===== src/rtl/m6502_step_ctrl_pkg.sv =====
`default_nettype none
// ============================================================================
// Module   : m6502_step_ctrl_pkg
// Purpose  : Shared types and constants for the 6502 step/run controller.
//            FSM state encoding and the 6502 address-bus width.
// Revision : 1.0 - initial release
// ============================================================================
package m6502_step_ctrl_pkg;

    localparam int c_ADDR_W = 16;

    typedef enum logic [2:0] {
        ST_RUN        = 3'd0,
        ST_HALT_WAIT  = 3'd1,
        ST_HALTED     = 3'd2,
        ST_STEP_FETCH = 3'd3,
        ST_STEP_EXEC  = 3'd4
    } state_t;

endpackage
`default_nettype wire


===== src/rtl/m6502_step_ctrl_if.sv =====
`default_nettype none
// ============================================================================
// Module   : m6502_step_ctrl_if
// Purpose  : 6502 bus-side signals seen by the step controller.
//   cpu_en  1-clk strobe, a 6502 cycle completes this clk
//   sync    6502 SYNC (opcode fetch), valid with cpu_en
//   addr    6502 address bus, valid with cpu_en
//   rdy     to 6502 RDY, 0 stalls the CPU
//   master  : CPU side (drives cpu_en/sync/addr, receives rdy)
//   slave   : controller side
// Revision : 1.0 - initial release
// ============================================================================
interface m6502_step_ctrl_if;
    import m6502_step_ctrl_pkg::*;

    logic                cpu_en;
    logic                sync;
    logic [c_ADDR_W-1:0] addr;
    logic                rdy;

    modport master (output cpu_en, output sync, output addr, input rdy);
    modport slave  (input cpu_en, input sync, input addr, output rdy);

endinterface
`default_nettype wire


===== src/rtl/m6502_step_ctrl_sync_edge.sv =====
`default_nettype none
// ============================================================================
// Module   : sync_edge
// Purpose  : Multi-flop synchronizer for an asynchronous level plus a
//            1-clk pulse on the synchronized 0->1 transition.
//   clk, rst_n  clock / asynchronous active-low reset
//   i_d         asynchronous input level
//   o_level     synchronized level (SYNC_STAGES clk late)
//   o_rise      1-clk pulse, same cycle o_level first reads 1
// Parameters : SYNC_STAGES (>= 2)
// Revision   : 1.0 - initial release
// ============================================================================
module sync_edge #(
    parameter int SYNC_STAGES = 2
) (
    input  logic clk,
    input  logic rst_n,
    input  logic i_d,
    output logic o_level,
    output logic o_rise
);

    logic [SYNC_STAGES-1:0] r_sync;
    logic                   r_prev;

    always_ff @(posedge clk or negedge rst_n) begin
        if (!rst_n) begin
            r_sync <= '0;
            r_prev <= 1'b0;
        end else begin
            r_sync <= {r_sync[SYNC_STAGES-2:0], i_d};
            r_prev <= r_sync[SYNC_STAGES-1];
        end
    end

    assign o_level = r_sync[SYNC_STAGES-1];
    assign o_rise  = r_sync[SYNC_STAGES-1] & ~r_prev;

endmodule
`default_nettype wire


===== src/rtl/m6502_step_ctrl.sv =====
`default_nettype none
// ============================================================================
// Module   : m6502_step_ctrl
// Purpose  : Drives 6502 RDY from the debounced run/step latch levels to give
//            free run, halt at opcode fetch and single-instruction step.
//   clk, rst_n        clock / asynchronous active-low reset
//   run_q, step_q     asynchronous latch levels (run mode, step request)
//   cpu               bus interface (slave): cpu_en, sync, addr in; rdy out
//   bp_addr, bp_valid breakpoint address / enable
//   halted            1 while the CPU is parked on an opcode fetch
//   step_count        instructions completed in step mode (wraps)
//   bp_hit            sticky breakpoint-hit flag (0 when breakpoints not built)
// Parameters : SYNC_STAGES, CNT_W
// Build macro: M6502_DB_BREAKPOINT_EN - adds the address breakpoint in RUN.
// Revision   : 1.0 - initial release
// ============================================================================
module m6502_step_ctrl
    import m6502_step_ctrl_pkg::*;
#(
    parameter int SYNC_STAGES = 2,
    parameter int CNT_W       = 16
) (
    input  logic                 clk,
    input  logic                 rst_n,
    input  logic                 run_q,
    input  logic                 step_q,
    m6502_step_ctrl_if.slave     cpu,
    input  logic [c_ADDR_W-1:0]  bp_addr,
    input  logic                 bp_valid,
    output logic                 halted,
    output logic [CNT_W-1:0]     step_count,
    output logic                 bp_hit
);

    logic   w_run_s;
    logic   w_run_rise_unused;
    logic   w_step_level_unused;
    logic   w_step_rise;
    logic   w_fire;
    logic   w_run_go;
    logic   w_bp_match;
    logic   w_step_done;
    logic   w_rdy;
    state_t r_state;
    state_t w_state_nxt;

    sync_edge #(.SYNC_STAGES(SYNC_STAGES)) u_run_sync (
        .clk     (clk),
        .rst_n   (rst_n),
        .i_d     (run_q),
        .o_level (w_run_s),
        .o_rise  (w_run_rise_unused)
    );

    sync_edge #(.SYNC_STAGES(SYNC_STAGES)) u_step_sync (
        .clk     (clk),
        .rst_n   (rst_n),
        .i_d     (step_q),
        .o_level (w_step_level_unused),
        .o_rise  (w_step_rise)
    );

    // An opcode fetch completes this clk.
    assign w_fire = cpu.cpu_en & cpu.sync;

`ifdef M6502_DB_BREAKPOINT_EN
    logic r_bp_hold;
    logic r_bp_hit;

    assign w_bp_match = (r_state == ST_RUN) & w_fire & bp_valid & (cpu.addr == bp_addr);

    // A breakpoint taken while the run switch is still up must not bounce
    // straight back to RUN: hold until the switch is seen down once.
    always_ff @(posedge clk or negedge rst_n) begin
        if (!rst_n) begin
            r_bp_hold <= 1'b0;
            r_bp_hit  <= 1'b0;
        end else begin
            if (w_bp_match)
                r_bp_hold <= w_run_s;
            else if (!w_run_s)
                r_bp_hold <= 1'b0;

            if (w_bp_match)
                r_bp_hit <= 1'b1;
            else if ((r_state == ST_HALTED) && (w_state_nxt != ST_HALTED))
                r_bp_hit <= 1'b0;
        end
    end

    assign w_run_go = w_run_s & ~r_bp_hold;
    assign bp_hit   = r_bp_hit;
`else
    logic w_unused_bp;

    assign w_bp_match  = 1'b0;
    assign w_run_go    = w_run_s;
    assign bp_hit      = 1'b0;
    assign w_unused_bp = ^{cpu.addr, bp_addr, bp_valid};
`endif

    // Run request overrides every state; otherwise advance on fetch strobes.
    always_comb begin
        w_state_nxt = r_state;
        if (r_state == ST_RUN) begin
            if (w_bp_match || !w_run_s)
                w_state_nxt = ST_HALT_WAIT;
        end else if (w_run_go) begin
            w_state_nxt = ST_RUN;
        end else begin
            case (r_state)
                ST_HALT_WAIT:  if (w_fire)      w_state_nxt = ST_HALTED;
                ST_HALTED:     if (w_step_rise) w_state_nxt = ST_STEP_FETCH;
                ST_STEP_FETCH: if (w_fire)      w_state_nxt = ST_STEP_EXEC;
                ST_STEP_EXEC:  if (w_fire)      w_state_nxt = ST_HALTED;
                default:                        w_state_nxt = ST_HALT_WAIT;
            endcase
        end
    end

    assign w_step_done = (r_state == ST_STEP_EXEC) && (w_state_nxt == ST_HALTED);

    always_ff @(posedge clk or negedge rst_n) begin
        if (!rst_n) begin
            r_state    <= ST_HALT_WAIT;
            halted     <= 1'b0;
            step_count <= '0;
        end else begin
            r_state <= w_state_nxt;
            halted  <= (w_state_nxt == ST_HALTED);
            if (w_step_done)
                step_count <= step_count + CNT_W'(1);
        end
    end

    // In the waiting states RDY drops only while SYNC is up, so the CPU
    // stalls exactly on the next opcode fetch.
    always_comb begin
        w_rdy = 1'b0;
        case (r_state)
            ST_RUN:        w_rdy = 1'b1;
            ST_HALT_WAIT:  w_rdy = ~cpu.sync;
            ST_HALTED:     w_rdy = 1'b0;
            ST_STEP_FETCH: w_rdy = 1'b1;
            ST_STEP_EXEC:  w_rdy = ~cpu.sync;
            default:       w_rdy = 1'b0;
        endcase
    end

    assign cpu.rdy = w_rdy;

endmodule
`default_nettype wire


===== src/flat_wrapper.sv =====
// flat-port wrapper written by rule: the top's interface ports become plain ports
module m6502_step_ctrl_flat import m6502_step_ctrl_pkg::*;
#(
    parameter int SYNC_STAGES = 2,
    parameter int CNT_W       = 16
)
  (clk, rst_n, run_q, step_q, bp_addr, bp_valid, halted, step_count, bp_hit, cpu_cpu_en, cpu_sync, cpu_addr, cpu_rdy);
  m6502_step_ctrl_if cpu_i ();
  input  logic clk;
  input  logic rst_n;
  input  logic run_q;
  input  logic step_q;
  input  logic [c_ADDR_W-1:0] bp_addr;
  input  logic bp_valid;
  output logic halted;
  output logic [CNT_W-1:0] step_count;
  output logic bp_hit;
  input wire logic [$bits(cpu_i.cpu_en)-1:0] cpu_cpu_en;
  input wire logic [$bits(cpu_i.sync)-1:0] cpu_sync;
  input wire logic [$bits(cpu_i.addr)-1:0] cpu_addr;
  output wire logic [$bits(cpu_i.rdy)-1:0] cpu_rdy;
  assign cpu_i.cpu_en = cpu_cpu_en;
  assign cpu_i.sync = cpu_sync;
  assign cpu_i.addr = cpu_addr;
  assign cpu_rdy = cpu_i.rdy;
  m6502_step_ctrl #(.SYNC_STAGES(SYNC_STAGES), .CNT_W(CNT_W)) u_core (.clk(clk), .rst_n(rst_n), .run_q(run_q), .step_q(step_q), .cpu(cpu_i), .bp_addr(bp_addr), .bp_valid(bp_valid), .halted(halted), .step_count(step_count), .bp_hit(bp_hit));
endmodule

===== config.mk =====
export PLATFORM = sky130hd
export DESIGN_NAME = m6502_step_ctrl_flat
export DESIGN_NICKNAME = d
export VERILOG_FILES = /design/src/rtl/m6502_step_ctrl_pkg.sv /design/src/rtl/m6502_step_ctrl_if.sv /design/src/rtl/m6502_step_ctrl_sync_edge.sv /design/src/rtl/m6502_step_ctrl.sv /design/src/flat_wrapper.sv
export SDC_FILE = /design/constraint.sdc
export NUM_CORES = 1
export LEC_CHECK = 0
export CORE_MARGIN = 8
export CORE_UTILIZATION = 35
export DETAILED_ROUTE_END_ITERATION = 10
export PLACE_DENSITY = 0.74
export RECOVER_POWER = 25
export SETUP_SLACK_MARGIN = 0.1
export SYNTH_ARGS = -nofsm -noshare
export SYNTH_HDL_FRONTEND = slang
export SYNTH_SLANG_ARGS = --single-unit

===== constraint.sdc =====
create_clock -name clk -period 1.2 [get_ports clk]
set_input_delay 0.24 -clock clk [delete_from_list [all_inputs] [get_ports clk]]
set_output_delay 0.24 -clock clk [all_outputs]
set_load 0.02 [all_outputs]

Yosys cells after proc, flatten, opt, wreduce, memory -nomap -nowiden --
Index checks and enable logic that the tools add are counted.
Word-level totals: bits of input ports 39, bits in registers 25
Cells by class: reductions and logical operators 4, mux-type cells 8, add/subtract/negate cells 1, bitwise operators 4, equal/unequal tests 5
Operator list (number):
- two-way mux 3 bit | 6
- adder 16 x 1 -> 16 bit, second input constant | 1
- == test 3 x 2 -> 1 bit, second input constant | 3
- one-hot mux 3 bit (3 select lines) | 1
- OR reduction 2 bit | 2
- == test 3 x 1 -> 1 bit, second input constant | 1
- == test 3 bit, second input constant | 1
- zero test 3 bit | 1
- bitwise AND 1 bit | 2
- inverter 1 bit | 2
- one-hot mux 1 bit (2 select lines) | 1
- logical AND 1 bit | 1

Longest topological paths before layout --
Gate-level depths: netlist (run 1).
depth after elaboration 8, depth in mapped cells 6, depth with buffers taken out 4

Hierarchy --
From an unflattened synthesis (run 1), not the netlist that was laid out.
Unflattened totals: cell total of the unflattened synthesis 103, area total of the unflattened synthesis 1178.6 um^2
By module, submodules not included:
- m6502_step_ctrl | area each 1001.0 um^2, cells an instance 95, seq. area each 501.7 um^2, instances 1
- sync_edge | area each 88.8 um^2, cells an instance 4, seq. area each 75.1 um^2, instances 2

Worst setup path before layout (run 1) --
No wires, ideal clock.
path kind reg2reg, from reg u_core.step_count[5], to reg u_core.step_count[15], required time 1121 ps, slack -267 ps, clock period less this slack 1467 ps, arrival time 1388 ps, cell stages (with the launch flop) 5, path through dfrtp_1 > and4_1 > nand4_4 > nor4_1 > xor2_1
Between the ends: word-level cells in the longest chain between the ends 1
RTL lines:
- start: declaration | line m6502_step_ctrl.sv:31 | output logic [CNT_W-1:0] step_count,
- start signal: assignment | line m6502_step_ctrl.sv:132 | step_count <= step_count + CNT_W'(1);
- adder 16 x 1 -> 16 bit | line m6502_step_ctrl.sv:132
Every way passes these cells. A chain may end at the register's enable or synchronous reset.

Worst setup path after layout (run 1) --
from reg u_core.r_state[0], to reg u_core.step_count[8]
Between the ends: word-level cells in the longest chain between the ends 7, elaborated cells on any way between the ends 15, those cells by class eq/ne (5); mux (7); reduce/logical (3)
RTL lines:
- start: declaration | line m6502_step_ctrl.sv:44 | state_t r_state;
- start signal: assignment | line m6502_step_ctrl.sv:129 | r_state <= w_state_nxt;
- == test 3 x 1 -> 1 bit / == test 3 bit (equally long branches) | line m6502_step_ctrl.sv:111, m6502_step_ctrl.sv:121
- OR reduction 2 bit (no line)
- one-hot mux 3 bit (3 select lines) | line m6502_step_ctrl.sv:111 | case (r_state)
- two-way mux 3 bit | line m6502_step_ctrl.sv:108 | end else if (w_run_go) begin
- two-way mux 3 bit | line m6502_step_ctrl.sv:105 | if (r_state == ST_RUN) begin
- == test 3 x 2 -> 1 bit | line m6502_step_ctrl.sv:121 | assign w_step_done = (r_state == ST_STEP_EXEC) && (w_state_nxt == ST_HALTED);
- logical AND 1 bit (*) | line m6502_step_ctrl.sv:121
Every way passes the cells marked *; elsewhere a longest branch is shown, timed or not.

==> qor.yml, run 1 <==
drt_iter0_markers: 26
power.density_nw_per_um2: 702
clockRootBuffer: "clkbuf_4"
end_kind: "flip-flop"
cp_data_arrival_time_ns: 1.86
die_area_sq_um: 5370
yosysWarnings: 0
cts_tree: "yes"
ir_drop_mv: 0.610
die_w_um: 73.3
grt_use_total: 0.132
clock-sinks: 25
grt_max_degree: 26
fin_util: 0.619
num_antenna_cells: 0
run_status: "complete, but fails checks"
yosysTopAreaCellShare: 0.523
final_cell_count_no_fill: 211
hpwlAfterDp_mm: 1.95
ys_seq_area_frac: 0.546
path_max_fanout: 5
synth_edf_count: 0
firstDrtPassIters: 4
tns_ns: -5.55
vias: 1009
ys_ff_latch: 25
violations: "setup timing"
fp-row-count: 21
maxCapViolCount: 0
area_delta_synth_final_pct: 74.2
r2r-end: "u_core.step_count[8]"
synth.most_common_cell: "dfrtp_1"
layout-drive-gt1-share: 0.606
ant_nets: 0
slew_violations: 0
skew_ns: 0.00393
grt_pass1_vias: 1139
power.leakage_nw: 1.06
start_util: 0.355
cp_cell_sequence: "buf_6, nor3b_4, nand4_4, buf_8, nor4_4, xor2_1"
numPortBuffers: 23
wl_per_cell_um: 15.4
drt-total-wl_mm: 3.24
cts_made_buffers: 3
fin_ws_ns: -0.406
worstHoldStart: "run_q"
dieHeight_um: 73.3
core_sq_um: 3230
rsz0062_at_grt: "yes"
synthTopCellsByCount: "24 x dfrtp_1, 11 x nand2_1, 11 x xor2_1"
vias_per_cell: 4.78
io-pin-count: 58
clock_path_buffers: 2
syn-num-nets: 141
synth_top_area_cell: "dfrtp_1"
hold_ws_ns: 0.330
period_share: 1.34
criticalPathCategory: "reg2reg"
grt_overflow: 0
nets: 206
dpl-instance-area_sq_um: 1670
final-hold-violation-count: 0
r2r-start: "u_core.r_state[0]"
dpl.cell_count: 193
multi_input_area_sq_um: 662
synthTopCellsByArea: "dfrtp_1 52%, xor2_1 8.4%, xnor2_1 3.8%"
cp.required_ns: 1.46
setup_viol: 21
htree_levels: 1
gp_congestion: 0.898
hold_path_class: "in2reg"
start_kind: "flip-flop"
async_flop_share: 1.00
ff2ff_path_depth: 6
worst_slew_pin_slew_ns: 0.604
critPathMaxStageDelay_ns: 0.42
antenna_found_initial: 0
ys_types: 31
synthCells: 101
r2r_slack_ns: -0.41
synthesis.area_sq_um: 1150
ff_latch_area_sq_um: 638
slowest_stage: "dfstp_2"
fill_cells: 248
period_minus_slack_ns: 1.61
hold_depth: 1
grt_pass1_wl_mm: 5.33
relSlewSlack: 0.597
path_clk_slew_ns: 0.14
design_area_sq_um: 2000
syn_area_per_cell_sq_um: 11.4
synth_flop_cell: "dfrtp_1"
clock_latency_ns: 0.32
hold_end: "u_core.u_run_sync.r_sync[0]"
fmax_mhz: 623
route.detailed.drc: 0
[placed cells by master, fill, tap and decap left out, types with 2 or more instances in the layout]
master / synthesis / layout
buf_4: 1 / 33
a21oi_2: 0 / 2
buf_6: 2 / 22
clkdlybuf4s50_1: 0 / 3
dlygate4sd3_1: 0 / 2
nor3_4: 0 / 7
nand4_4: 1 / 2
nor2_1: 4 / 2
nor2_4: 0 / 2
nand2_1: 11 / 10
xnor2_1: 5 / 5
inv_1: 6 / 6
xor2_1: 11 / 10
clkbuf_4: 0 / 3
dfrtp_1: 24 / 15
dfrtp_2: 0 / 9
nor4_4: 1 / 4
a21oi_1: 5 / 2
nand3_1: 2 / 2
[logic make-up after synthesis]
logic type,count (synthesis),synth area share
adders and majority gates,1,0.0109
DFF,25,0.546
xor gates and xnor gates,16,0.122
and+or+nand+nor,38,0.215
buffers and inverters,9,0.0458
AOI/OAI and AO/OA,10,0.0479
muxes,1,0.00980
other,1,0.00326
[sequential cells by signal (all words and copies together), names as in the netlist]
| name | flops |
|---|---|
| u_core.u_step_sync.r_sync | 2 |
| u_core.u_step_sync.r_prev | 1 |
| u_core.step_count | 16 |
| u_core.halted | 1 |
| u_core.r_state | 3 |
| u_core.u_run_sync.r_sync | 2 |
[metrics by stage]
step / worst slack, ns / power, mW
global route: -0.462 / 1.48
CTS: -0.369 / 1.42
global placement: -0.658 / 0.995
detailed placement: -0.715 / 1.00
finish: -0.406 / 1.40
floorplan: -0.178 / 0.932
[worst max-delay path, delay by kind of cell (launching register included)]
kind / cells / cell delay [ns]
XOR/XNOR: 1 / 0.18
buffers and inverters: 2 / 0.32
flip-flops: 1 / 0.42
AND/OR/NAND/NOR: 3 / 0.61
[where the power goes]
part	switching, mW	total (mW)	internal [mW]
sequential	0.0137	0.874	0.860
clock	0.263	0.390	0.128
combinational	0.0745	0.141	0.0661
[worst max-delay path by stage]
stage                                  from  slack, ns  cells past startpoint                   end
after floorplan           u_core.r_state[0]      -0.18                      6  u_core.step_count[8]
after global placement             cpu_sync      -0.66                      5               cpu_rdy
after detailed placement           cpu_sync      -0.71                      5               cpu_rdy
after CTS                 u_core.r_state[0]      -0.37                      4               cpu_rdy
after global routing      u_core.r_state[0]      -0.46                      6  u_core.step_count[8]
final                     u_core.r_state[0]      -0.41                      6  u_core.step_count[8]
[area by class of cell]
class,count,area share
clock buffer,3,0.0113
inverter,6,0.0113
tap,46,0.0288
sequential,25,0.319
multi-input combinational,67,0.331
clock inverter,1,0.00375
timing repair buffer,63,0.295
[metal layers]
| metal | part of all wire | GRT usage | up-vias |
|---|---|---|---|
| li1 | - | - | 466 |
| met2 | 0.54 | 0.220 | 33 |
| met3 | 0.044 | 0.0327 | 15 |
| met5 | 0 | 0 | - |
| met1 | 0.38 | 0.139 | 495 |
| met4 | 0.036 | 0.107 | 0 |
[timing repair]
| item | 4_1_cts | 5_1_grt |
|---|---|---|
| gates cloned | 1 | 0 |
| hold buffers | 0 | 0 |
| pin swaps | 23 | 12 |
| setup buffers | 10 | 3 |
| endpoints found under the setup margin | 38 | 38 |
| gates resized for setup | 135 | 10 |
Note: power is estimated with default switching activity, not from simulation.
==> inputs of run 2 (changes only) <==
CTS_BUF_LIST = sky130_fd_sc_hd__clkbuf_4 sky130_fd_sc_hd__clkbuf_8 sky130_fd_sc_hd__clkbuf_16   (was default)
==> results of run 2 <==
The final DEF is identical to that of run 1; final timing and power are the same.
==> inputs of run 3 (changes only) <==
==> constraint.sdc (replaced) <==
create_clock -name clk -period 1.2 [get_ports clk]
set_input_delay 0.12 -clock clk [delete_from_list [all_inputs] [get_ports clk]]
set_output_delay 0.12 -clock clk [all_outputs]
set_load 0.02 [all_outputs]
==> run 3 against run 2 <==
The flow still finishes with violations (setup timing); highest routed layer unchanged; critical path depth unchanged; combinational power is essentially flat; flip-flop and latch count unchanged; sequential power down 0.6%; die area unchanged; fmax rose by 4.0%; clock-buffer cell count is the same.
==> qor.yml, run 3 (synthesized netlist as in run 1, its figures left out) <==
final_cell_count_no_fill: 212
period_minus_slack_ns: 1.54
grt_overflow: 0
num_antenna_cells: 0
hpwlAfterDp_mm: 1.91
relSlewSlack: 0.585
die_area_sq_um: 5370
vias_per_cell: 4.54
hold_ws_ns: 0.223
clock_latency_ns: 0.32
fp-row-count: 21
start_util: 0.355
firstDrtPassIters: 3
use_met3: 0.0368
end_kind: "flip-flop"
top_register: "u_core.step_count"
core_sq_um: 3230
largest_reg_flops: 16
grt_max_degree: 26
dieHeight_um: 73.3
dpl.cell_count: 193
multi_input_area_sq_um: 651
mostFrequentLayoutCells: "26 x buf_6, 25 x buf_4, 17 x dfrtp_1"
skew_ns: 0.00724
antenna_found_initial: 0
htree_levels: 1
cp.required_ns: 1.45
rsz0062_at_grt: "yes"
drt-total-wl_mm: 3.05
power.density_nw_per_um2: 701
layout-drive-gt1-share: 0.590
criticalPathCategory: "reg2reg"
violations: "setup timing"
hold_path_class: "in2reg"
vias: 962
route.detailed.drc: 0
final_common_cell: "buf_6"
gr-max-usage-layer: "met2"
path_max_fanout: 5
grt_use_total: 0.126
fin_ws_ns: -0.345
numPortBuffers: 23
cts_made_buffers: 3
cp_data_arrival_time_ns: 1.79
nets: 207
clock_path_buffers: 2
grtUsageMet1: 0.153
path_clk_slew_ns: 0.15
cts_tree: "yes"
met2_usage: 0.205
ant_nets: 0
power.leakage_nw: 1.06
ir_drop_mv: 0.493
maxCapViolCount: 0
area_delta_synth_final_pct: 74.3
wl_per_cell_um: 14.4
fin_util: 0.619
gp_congestion: 0.892
setup_viol: 21
start_kind: "flip-flop"
run_status: "complete, but fails checks"
reg_top3: "u_core.step_count: 16 flops, u_core.r_state: 3 flops"
grt_pass1_wl_mm: 5.28
fmax_mhz: 647
drt_iter0_markers: 22
clockRootBuffer: "clkbuf_4"
clock-sinks: 25
ff_latch_area_sq_um: 636
period_share: 1.29
worst_slew_pin_slew_ns: 0.622
slew_violations: 0
io-pin-count: 58
grt_pass1_vias: 1084
die_w_um: 73.3
fill_cells: 243
final-hold-violation-count: 0
-- run 3: worst max-delay path, stage by stage (launching register included) --
cell and delay (ns):
dfstp_2 0.40, buf_6 0.12, nor3b_4 0.23, nand4_4 0.18, buf_12 0.19, nor3_4 0.16
xor2_1 0.20
-- run 3: stage by stage --
| stage | power (mW) | setup TNS [ns] | cell area [sq um] | setup WS (ns) |
|---|---|---|---|---|
| after floorplan | 0.932 | -2.00 | 1200 | -0.178 |
| after global placement | 0.995 | -6.60 | 1680 | -0.487 |
| after detailed placement | 0.999 | -7.22 | 1680 | -0.522 |
| after CTS | 1.41 | -4.57 | 1940 | -0.313 |
| after global routing | 1.48 | -6.41 | 2000 | -0.433 |
| final | 1.40 | -4.78 | 2000 | -0.345 |
-- run 3: layout make-up --
type | instances | area share
Clock inverter | 1 | 0.00375
Multi-Input combinational cell | 67 | 0.325
Clock buffer | 3 | 0.0113
Sequential cell | 25 | 0.318
Inverter | 6 | 0.0113
Timing Repair Buffer | 64 | 0.303
Tap cell | 46 | 0.0287
-- run 3: report_power, final --
| part | internal, mW | switching (mW) |
|---|---|---|
| Clock | 0.127 | 0.265 |
| Combinational | 0.0652 | 0.0761 |
| Sequential | 0.860 | 0.00956 |
| Total | 1.05 | 0.351 |
-- run 3: layer usage --
layer,vias up,wire (um)
met3,4,128
li1,478,-
met5,-,0
met4,0,36
met2,14,1540
met1,466,1340
-- run 3: worst paths after layout --
| path | from | to | slack [ns] | cells after the start |
|---|---|---|---|---|
| worst min register to register | u_core.u_run_sync.r_sync[0] | u_core.u_run_sync.r_sync[1] | 0.37 | 0 |
| worst max register to register | u_core.r_state[0] | u_core.step_count[9] | -0.34 | 6 |
| worst min-delay path | run_q | u_core.u_run_sync.r_sync[0] | 0.22 | 1 |
| max in group asynchronous | rst_n | u_core.step_count[0] | 0.44 | 2 |
| min in group asynchronous | rst_n | u_core.step_count[11] | 0.32 | 2 |
| worst max-delay path | u_core.r_state[0] | u_core.step_count[9] | -0.34 | 6 |
-- run 3: timing repair --
item / in CTS / in global routing
buffers inserted: 12 / 8
pin swaps: 22 / 11
endpoints found under the setup margin: 38 / 35
endpoints found under the hold margin: 0 / 0
gates resized for setup: 124 / 20
hold buffers: 0 / 0
cloned: 1 / 0
